[src/rtl/isa_io_cycle_master.sv]
`default_nettype none
// ============================================================================
// Module   : isa_io_cycle_master
// Purpose  : ISA 8-bit I/O read/write cycle initiator with IOCHRDY wait states
// Revision : 1.0 - initial release
// ============================================================================
module isa_io_cycle_master #(
  parameter int ADDR_WIDTH    = 10,
  parameter int DATA_WIDTH    = 8,
  parameter int SETUP_CYCLES  = 1,
  parameter int STROBE_CYCLES = 4,
  parameter int HOLD_CYCLES   = 1,
  parameter int READY_TIMEOUT = 64
) (
  input  logic                  isa_clk,
  input  logic                  isa_reset,
  input  logic                  req_valid,
  output logic                  req_ready,
  input  logic                  req_write,
  input  logic [ADDR_WIDTH-1:0] req_addr,
  input  logic [DATA_WIDTH-1:0] req_wdata,
  output logic                  rsp_valid,
  output logic [DATA_WIDTH-1:0] rsp_rdata,
  output logic                  rsp_timeout,
  output logic [ADDR_WIDTH-1:0] isa_addr,
  output logic                  isa_ior,
  output logic                  isa_iow,
  output logic [DATA_WIDTH-1:0] isa_data_out,
  output logic                  isa_data_oe,
  input  logic [DATA_WIDTH-1:0] isa_data_in,
  input  logic                  isa_iochrdy
);

  localparam int C_MAX_A = (SETUP_CYCLES > STROBE_CYCLES) ? SETUP_CYCLES : STROBE_CYCLES;
  localparam int C_MAX_B = (HOLD_CYCLES > READY_TIMEOUT) ? HOLD_CYCLES : READY_TIMEOUT;
  localparam int C_CNT_MAX = (C_MAX_A > C_MAX_B) ? C_MAX_A : C_MAX_B;
  localparam int C_CNT_W = $clog2(C_CNT_MAX + 1);
  localparam logic [C_CNT_W-1:0] C_SETUP_LAST  = C_CNT_W'(SETUP_CYCLES - 1);
  localparam logic [C_CNT_W-1:0] C_STROBE_LAST = C_CNT_W'(STROBE_CYCLES - 1);
  localparam logic [C_CNT_W-1:0] C_HOLD_LAST   = C_CNT_W'(HOLD_CYCLES - 1);
  localparam logic [C_CNT_W-1:0] C_TMO_LAST    = C_CNT_W'(READY_TIMEOUT - 1);

  typedef enum logic [2:0] {
    IDLE     = 3'd0,
    SETUP    = 3'd1,
    STROBE   = 3'd2,
    WAIT_RDY = 3'd3,
    HOLD     = 3'd4,
    RESP     = 3'd5
  } state_t;

  state_t                state_q, state_d;
  logic [C_CNT_W-1:0]    cnt_q, cnt_d;
  logic [1:0]            rdy_sync_q, rdy_sync_d;
  logic                  write_q, write_d;
  logic [ADDR_WIDTH-1:0] addr_q, addr_d;
  logic [DATA_WIDTH-1:0] wdata_q, wdata_d;
  logic [DATA_WIDTH-1:0] rdata_q, rdata_d;
  logic                  tmo_q, tmo_d;
  logic                  req_ready_q, req_ready_d;
  logic                  rsp_valid_q, rsp_valid_d;
  logic [DATA_WIDTH-1:0] rsp_rdata_q, rsp_rdata_d;
  logic                  rsp_timeout_q, rsp_timeout_d;
  logic [ADDR_WIDTH-1:0] isa_addr_q, isa_addr_d;
  logic                  isa_ior_q, isa_ior_d;
  logic                  isa_iow_q, isa_iow_d;
  logic [DATA_WIDTH-1:0] isa_data_out_q, isa_data_out_d;
  logic                  isa_data_oe_q, isa_data_oe_d;
  logic                  rdy_s;
  logic                  strobe_active;

  assign rdy_s = rdy_sync_q[1];

  always_comb begin
    state_d    = state_q;
    cnt_d      = cnt_q;
    write_d    = write_q;
    addr_d     = addr_q;
    wdata_d    = wdata_q;
    rdata_d    = rdata_q;
    tmo_d      = tmo_q;
    rdy_sync_d = {rdy_sync_q[0], isa_iochrdy};

    case (state_q)
      IDLE: begin
        if (req_valid && req_ready_q) begin
          write_d = req_write;
          addr_d  = req_addr;
          wdata_d = req_wdata;
          rdata_d = '0;
          tmo_d   = 1'b0;
          cnt_d   = '0;
          state_d = SETUP;
        end
      end
      SETUP: begin
        if (cnt_q == C_SETUP_LAST) begin
          cnt_d   = '0;
          state_d = STROBE;
        end else begin
          cnt_d = cnt_q + 1'b1;
        end
      end
      STROBE: begin
        if (cnt_q == C_STROBE_LAST) begin
          cnt_d = '0;
          if (rdy_s) begin
            if (!write_q) rdata_d = isa_data_in;
            state_d = HOLD;
          end else begin
            state_d = WAIT_RDY;
          end
        end else begin
          cnt_d = cnt_q + 1'b1;
        end
      end
      WAIT_RDY: begin
        if (rdy_s) begin
          if (!write_q) rdata_d = isa_data_in;
          cnt_d   = '0;
          state_d = HOLD;
        end else if (cnt_q == C_TMO_LAST) begin
          if (!write_q) rdata_d = '1;
          tmo_d   = 1'b1;
          cnt_d   = '0;
          state_d = HOLD;
        end else begin
          cnt_d = cnt_q + 1'b1;
        end
      end
      HOLD: begin
        if (cnt_q == C_HOLD_LAST) begin
          cnt_d   = '0;
          state_d = RESP;
        end else begin
          cnt_d = cnt_q + 1'b1;
        end
      end
      RESP:    state_d = IDLE;
      default: state_d = IDLE;
    endcase

    // Bus outputs follow the state one clock later, which keeps every output
    // a plain register and gives the documented cycle timing.
    strobe_active  = (state_q == STROBE) || (state_q == WAIT_RDY);
    isa_ior_d      = !(strobe_active && !write_q);
    isa_iow_d      = !(strobe_active && write_q);
    isa_data_oe_d  = write_q && (state_q == SETUP || strobe_active || state_q == HOLD);
    isa_addr_d     = (state_q == SETUP) ? addr_q : isa_addr_q;
    isa_data_out_d = (state_q == SETUP && write_q) ? wdata_q : isa_data_out_q;
    rsp_valid_d    = (state_q == RESP);
    rsp_rdata_d    = (state_q == RESP) ? rdata_q : rsp_rdata_q;
    rsp_timeout_d  = (state_q == RESP) ? tmo_q : rsp_timeout_q;
    // Ready only after a full idle cycle, so a request is never taken twice.
    req_ready_d    = (state_q == IDLE) && (state_d == IDLE);
  end

  always_ff @(posedge isa_clk or posedge isa_reset) begin
    if (isa_reset) begin
      state_q        <= IDLE;
      cnt_q          <= '0;
      rdy_sync_q     <= 2'b11;
      write_q        <= 1'b0;
      addr_q         <= '0;
      wdata_q        <= '0;
      rdata_q        <= '0;
      tmo_q          <= 1'b0;
      req_ready_q    <= 1'b0;
      rsp_valid_q    <= 1'b0;
      rsp_rdata_q    <= '0;
      rsp_timeout_q  <= 1'b0;
      isa_addr_q     <= '0;
      isa_ior_q      <= 1'b1;
      isa_iow_q      <= 1'b1;
      isa_data_out_q <= '0;
      isa_data_oe_q  <= 1'b0;
    end else begin
      state_q        <= state_d;
      cnt_q          <= cnt_d;
      rdy_sync_q     <= rdy_sync_d;
      write_q        <= write_d;
      addr_q         <= addr_d;
      wdata_q        <= wdata_d;
      rdata_q        <= rdata_d;
      tmo_q          <= tmo_d;
      req_ready_q    <= req_ready_d;
      rsp_valid_q    <= rsp_valid_d;
      rsp_rdata_q    <= rsp_rdata_d;
      rsp_timeout_q  <= rsp_timeout_d;
      isa_addr_q     <= isa_addr_d;
      isa_ior_q      <= isa_ior_d;
      isa_iow_q      <= isa_iow_d;
      isa_data_out_q <= isa_data_out_d;
      isa_data_oe_q  <= isa_data_oe_d;
    end
  end

  assign req_ready    = req_ready_q;
  assign rsp_valid    = rsp_valid_q;
  assign rsp_rdata    = rsp_rdata_q;
  assign rsp_timeout  = rsp_timeout_q;
  assign isa_addr     = isa_addr_q;
  assign isa_ior      = isa_ior_q;
  assign isa_iow      = isa_iow_q;
  assign isa_data_out = isa_data_out_q;
  assign isa_data_oe  = isa_data_oe_q;

endmodule
`default_nettype wire

[config.mk]
export PLATFORM = sky130hd
export DESIGN_NAME = isa_io_cycle_master
export DESIGN_NICKNAME = d
export VERILOG_FILES = /design/src/rtl/isa_io_cycle_master.sv
export SDC_FILE = /design/constraint.sdc
export NUM_CORES = 1
export LEC_CHECK = 0
export ABC_CLOCK_PERIOD_IN_PS = 4100
export BUFFER_PORTS_ARGS = -buffer_cell sky130_fd_sc_hd__buf_2
export CAP_MARGIN = 10
export CORE_MARGIN = 1.5
export CORE_UTILIZATION = 45
export DETAILED_ROUTE_END_ITERATION = 16
export GPL_TIMING_DRIVEN = 0
export PLACE_DENSITY = 0.79
export RECOVER_POWER = 100
export SLEW_MARGIN = 20
export SYNTH_ARGS = -nofsm -noshare
export SYNTH_HDL_FRONTEND = slang
export SYNTH_SLANG_ARGS = --single-unit
export TNS_END_PERCENT = 10
[constraint.sdc]
create_clock -name isa_clk -period 4.1 [get_ports isa_clk]
set_input_delay 0.205 -clock isa_clk [delete_from_list [all_inputs] [get_ports isa_clk]]
set_output_delay 0.205 -clock isa_clk [all_outputs]
set_load 0.05 [all_outputs]
==> results of run 1 <==
==> cell usage in the layout, fill, tap and decap left out, types with 2 or more instances in the layout <==
cell            n
a311oi_1        2
nand2_1        35
nand3_1         3
and3_1          2
clkbuf_8       12
dfrtp_1        68
dlygate4sd3_1   2
inv_1           6
o21ai_0        11
o2bb2ai_1       9
clkbuf_1       41
a211oi_1        2
ha_1            2
nand2b_1        4
nor2_1          9
nor3_1          4
mux2_2         37
dfstp_2         4
buf_2          31
a21oi_1        12
or3_1           3
==> where the power goes <==
group	switching (mW)	internal, mW	total (mW)
clock	0.257	0.331	0.587
combinational	0.850	0.417	1.27
sequential	0.139	0.980	1.12
==> registers in the layout, indices dropped and copies added (netlist names) <==
register and cells:
wdata_q 8, isa_addr 10, write_q 1, isa_iow 1, isa_ior 1, addr_q 10
tmo_q 1, isa_data_out 8, req_ready 1, rdy_sync_q 2, isa_data_oe 1, cnt_q 7
state_q 3, rsp_timeout 1, rsp_valid 1, rdata_q 8, rsp_rdata 8
==> final timing paths <==
path	slack, ns	depth (start not counted)	end	start
worst max register to register	1.60	8	rdata_q[3]	state_q[2]
worst min register to register	0.36	0	rdy_sync_q[1]	rdy_sync_q[0]
worst max-delay path	1.60	8	rdata_q[3]	state_q[2]
min in group asynchronous	0.65	3	rsp_rdata[2]	isa_reset
max in group asynchronous	2.65	4	rdy_sync_q[1]	isa_reset
worst min-delay path	0.09	2	wdata_q[7]	req_wdata[7]
==> logic make-up (layout without fill, tap and decap cells) <==
group | count (synthesis) | count (layout) | share of synthesized area (%)
compound gates | 46 | 46 | 10.4
flops | 72 | 72 | 59.9
xor+xnor | 1 | 1 | 0.291
mux | 37 | 37 | 13.8
fa+ha+maj | 2 | 2 | 0.830
buf+inv | 19 | 100 | 3.49
simple gates | 69 | 69 | 11.2
==> through the flow <==
step	total power [mW]	hold slack (ns)
6_report	2.97	0.0857
3_3_place_gp	2.42	0.317
2_1_floorplan	2.17	0.209
4_1_cts	3.07	0.0661
5_1_grt	3.15	0.0745
3_5_place_dp	2.47	0.211
==> critical path: stages, from the launching register on <==
cell,delay [ns]
dfrtp_1,0.38
clkbuf_1,0.21
nand2b_1,0.26
a311oi_1,0.41
a2111o_1,0.15
clkbuf_1,0.33
nand2b_1,0.16
clkbuf_1,0.34
o2bb2ai_1,0.19
==> layout make-up <==
type / instances / area [um2] / area share (%)
well taps: 77 / 96.3 / 2.67
clock buffers: 12 / 165 / 4.57
clock inverters: 4 / 51.3 / 1.42
inverters: 8 / 31.3 / 0.866
plain buffers: 11 / 50.0 / 1.39
flip-flops and latches: 72 / 1810 / 50.0
repair buffers: 65 / 318 / 8.80
multi-input cells: 155 / 1090 / 30.3
==> routing by layer <==
layer	vias to the layer above	GRT usage, %	share of wire [%]
met3	10	6.32	8.6
li1	1018	-	-
met1	1032	21.9	44
met2	71	26.6	46
met5	-	0	0
met4	0	8.05	1.7
==> impl_metrics.ini, run 1 <==
[setup_path]
cp_data_arrival_time_ns = 2.76
critPathMaxFanout = 10
cp.required_ns = 4.36
cp-end-kind = register
crit_type = reg -> reg
crit_path_start_kind = register

[global_routing]
grt_pass1_wl_um = 9700
grt.total_usage_pct = 17.3
grt_max_degree = 47
grt-ovfl-total = 0
grt_pass1_vias = 2189
antenna_found_initial = 0

[drt]
totalWireLength_um = 5660
avgViaCountPerCell = 5.27
drt_iter0_markers = 158
drtPass1Iterations = 13
ant_nets = 0
wl_per_cell_um = 14.0
post-route-drc-count = 3
vias = 2131

[timing]
slew_violations = 0
worstMarginPinSlew_ns = 1.23
tns_ns = 0
max_slew_margin_pct = 17.7
rsz0062_at_grt = false
skew_ns = 0.0115
finalCriticalPeriod_ns = 2.50
min_period_over_period_pct = 60.9
setup_viol = 0
fmaxAchievable_mhz = 400
final_hold_viol_count = 0
fin_ws_ns = 1.60

[cts]
tritoncts = yes
post_cts_buffers = 0
cts_resized = 0
ctsRootBufferMaster = clkbuf_8
h-tree-depth = 3
cts_buffers = 9
holdBufCountCts = 2
cts_buffer_depth = 2
cts.sinks = 72
clock_latency_ns = 0.35
clkTransAtPathRegs_ns = 0.07

[logic_synthesis]
syn_nets = 279
synth-seq-cells = 72
synth-async-reset-ratio_pct = 100
synth-edff-count = 0
syn_area_per_cell_um2 = 12.3
yosys.cell_types.count = 44
synth_most_common_cell = dfrtp_1
synth_common_cells = dfrtp_1 (68), mux2_2 (37), nand2_1 (35)
ys_warn_count = 0
yosysTopAreaCell = dfrtp_1
netlist_instances = 246
synth.area.top_cells = dfrtp_1 (56%), mux2_2 (14%), nand2_1 (4.4%)
yosysSeqAreaShare_pct = 59.9
synth_top_area_share_pct = 56.5
ys.flop_type = dfrtp_1
netlist_area_um2 = 3010

[placement]
gp_congestion = 0.861
numPortBuffers = 62
place_inst = 386
pre_cts_ws_ns = 1.98
hpwl_um = 4000
postPlaceCellArea_um2 = 3450

[floorplan]
num_io_pins = 63
die_height_um = 84.8
initial_core_util_pct = 46.9
coreArea_um2 = 6420
die_w_um = 84.8
die-area_um2 = 7200
num_rows = 29

[finish]
fin_cells = 404
n_fill_cell = 547
nets = 355
post-route-util_pct = 56.3
syn_to_final_growth_pct = 19.9
postLayoutCellArea_um2 = 3610
layout-drive-gt1-share_pct = 29.1
num_antenna_cells = 0

[power_and_ir_drop]
power_density_nw_per_um2 = 823
p_leak_nw = 1.62
vdd_drop_max_v = 0.000497

[run_status]
status = complete, but fails checks
violations = design-rule violations

[run]
maxCapViolations = 0

[min_path]
hp-class = in -> reg
Note: power is estimated with default switching activity, not from simulation.
==> run 2: changes to the inputs <==
ABC_CLOCK_PERIOD_IN_PS = 2200   (was 4100)
PLACE_DENSITY = 0.81   (was 0.79)
clock period = 2.2 ns   (was 4.1 ns; I/O delays follow)
==> run 2 against run 1 <==
Net effect: the flow still finishes with violations (design-rule violations); flip-flop and latch count unchanged; worst setup slack got worse by 1.5 ns; core utilization increased by 1.7 points; sequential power increased by 88%; die area unchanged; clock-buffer cell count decreased by 2; critical path type unchanged; largest cell class unchanged.
==> impl_metrics.ini, run 2 (synthesis gave the netlist of run 1 again) <==
[run_status]
status = complete, but fails checks
violations = design-rule violations

[cts]
clock_latency_ns = 0.34
ctsRootBufferMaster = clkbuf_8
cts_buffers = 9
h-tree-depth = 3
cts_buffer_depth = 2
clkTransAtPathRegs_ns = 0.07
cts.sinks = 72
post_cts_buffers = 0
tritoncts = yes

[setup_path]
critPathMaxFanout = 10
cp_slowest_cell = dfstp_2
path_cells = and4bb_1 -> buf_6 -> o21a_1 -> a2111o_1 -> buf_6 -> nand2b_4 -> buf_6 -> o2bb2ai_1
crit_type = reg -> reg
cp_data_arrival_time_ns = 2.30
cp.required_ns = 2.42
slowest_delay_ns = 0.58
crit_top_cell = buf_6
cp-end-kind = register
crit_path_start_kind = register

[drt]
wl_met2_um = 3050
drt_iter0_markers = 101
top_layer = met4
avgViaCountPerCell = 5.26
met1_length_um = 2550
wl_per_cell_um = 14.6
met3_length_um = 380
post-route-drc-count = 2
drtPass1Iterations = 10
totalWireLength_um = 6060
ant_nets = 0
vias = 2190

[finish]
n_fill_cell = 544
num_antenna_cells = 0
layout_common_cells = dfrtp_1 (68), mux2_2 (37), nand2_1 (35), clkbuf_1 (35), buf_2 (31)
regArea_um2 = 1810
layout-drive-gt1-share_pct = 30.1
multi_input_area_um2 = 1110
fin_cells = 416
post-route-util_pct = 57.9
postLayoutCellArea_um2 = 3720
nets = 369
final_common_cell = dfrtp_1
syn_to_final_growth_pct = 23.4

[floorplan]
die_w_um = 84.8
initial_core_util_pct = 46.9
die_height_um = 84.8
die-area_um2 = 7200
num_rows = 29
num_io_pins = 63
coreArea_um2 = 6420

[timing]
skew_ns = 0.0104
max_slew_margin_pct = 28.4
fmaxAchievable_mhz = 482
final_hold_viol_count = 0
hold_slack_ns = 0.0175
worstMarginPinSlew_ns = 1.07
finalCriticalPeriod_ns = 2.08
tns_ns = 0
slew_violations = 0
setup_viol = 0
min_period_over_period_pct = 94.4
rsz0062_at_grt = false
fin_ws_ns = 0.124

[global_routing]
antenna_found_initial = 0
grt-ovfl-total = 0
grt_max_degree = 48
grt_pass1_vias = 2306
grt.total_usage_pct = 18.5
grt_pass1_wl_um = 10400

[power_and_ir_drop]
power_density_nw_per_um2 = 1460
seq_power_share_pct = 38.7
vdd_drop_max_v = 0.00106
p_leak_nw = 1.68
internal_power_mw = 3.10
p_switching_mw = 2.34
total_power_mw = 5.43
p_clk_share_pct = 16.0
power_frac_comb_pct = 45.3
switching_share_pct = 43.0

[placement]
postPlaceCellArea_um2 = 3450
pre_cts_ws_ns = 0.0939
gp_congestion = 0.827
place_inst = 386
numPortBuffers = 62
hpwl_um = 4070

[min_path]
hp-class = in -> reg

[run]
maxCapViolations = 0
## run 2: changes by cell type in the layout (fill, tap and decap cells not counted), moves of 2 or more
cell           before  now
clkbuf_2            0    2
buf_6               1    3
buf_4               0    2
dlygate4sd3_1       2   16
clkbuf_1           41   35
clkbuf_8           12   10
clkinv_2            1    3
## run 2: routing by layer
layer | vias up | GRT usage [%]
li1 | 1041 | -
met1 | 1076 | 22.0
met2 | 64 | 31.0
met3 | 9 | 6.32
met4 | 0 | 7.75
met5 | - | 0
## run 2: final cells by class
class	count	area share, %
tap	77	2.59
timing repair buffer	79	11.8
buffer	11	2.02
inverter	8	0.841
clock inverter	4	0.605
clock buffer	10	3.70
sequential	72	48.6
multi-input combinational	155	29.9
## run 2: timing repair
action,in CTS,in global routing
resized for setup,0,2
hold buffers,15,1
hold endpoints to repair,37,1
setup endpoints to repair,0,4
## run 2: critical path: cells and delay by family, from the launching register on
family          cells  cell delay (ns)
buf+inv             3             0.42
simple gates        2             0.36
flops               1             0.58
compound gates      3             0.60
## run 2: worst paths after layout
check | startpoint | to | slack (ns) | cells after the start
max | rdy_sync_q[1] | rdata_q[0] | 0.12 | 8
max in group asynchronous | isa_reset | cnt_q[6] | 0.47 | 4
min | req_wdata[1] | wdata_q[1] | 0.02 | 2
max reg2reg | rdy_sync_q[1] | rdata_q[0] | 0.12 | 8
min reg2reg | rdy_sync_q[0] | rdy_sync_q[1] | 0.36 | 0
min in group asynchronous | isa_reset | rdata_q[1] | 0.54 | 3
## run 2: power by group through the flow
stage	sequential (mW)	clock (mW)	combinational (mW)
after floorplan	2.85	0	1.18
after global placement	2.08	0	2.44
after detailed placement	2.11	0	2.50
after CTS	2.09	0.901	2.53
after global routing	2.17	0.957	2.64
final	2.10	0.869	2.46
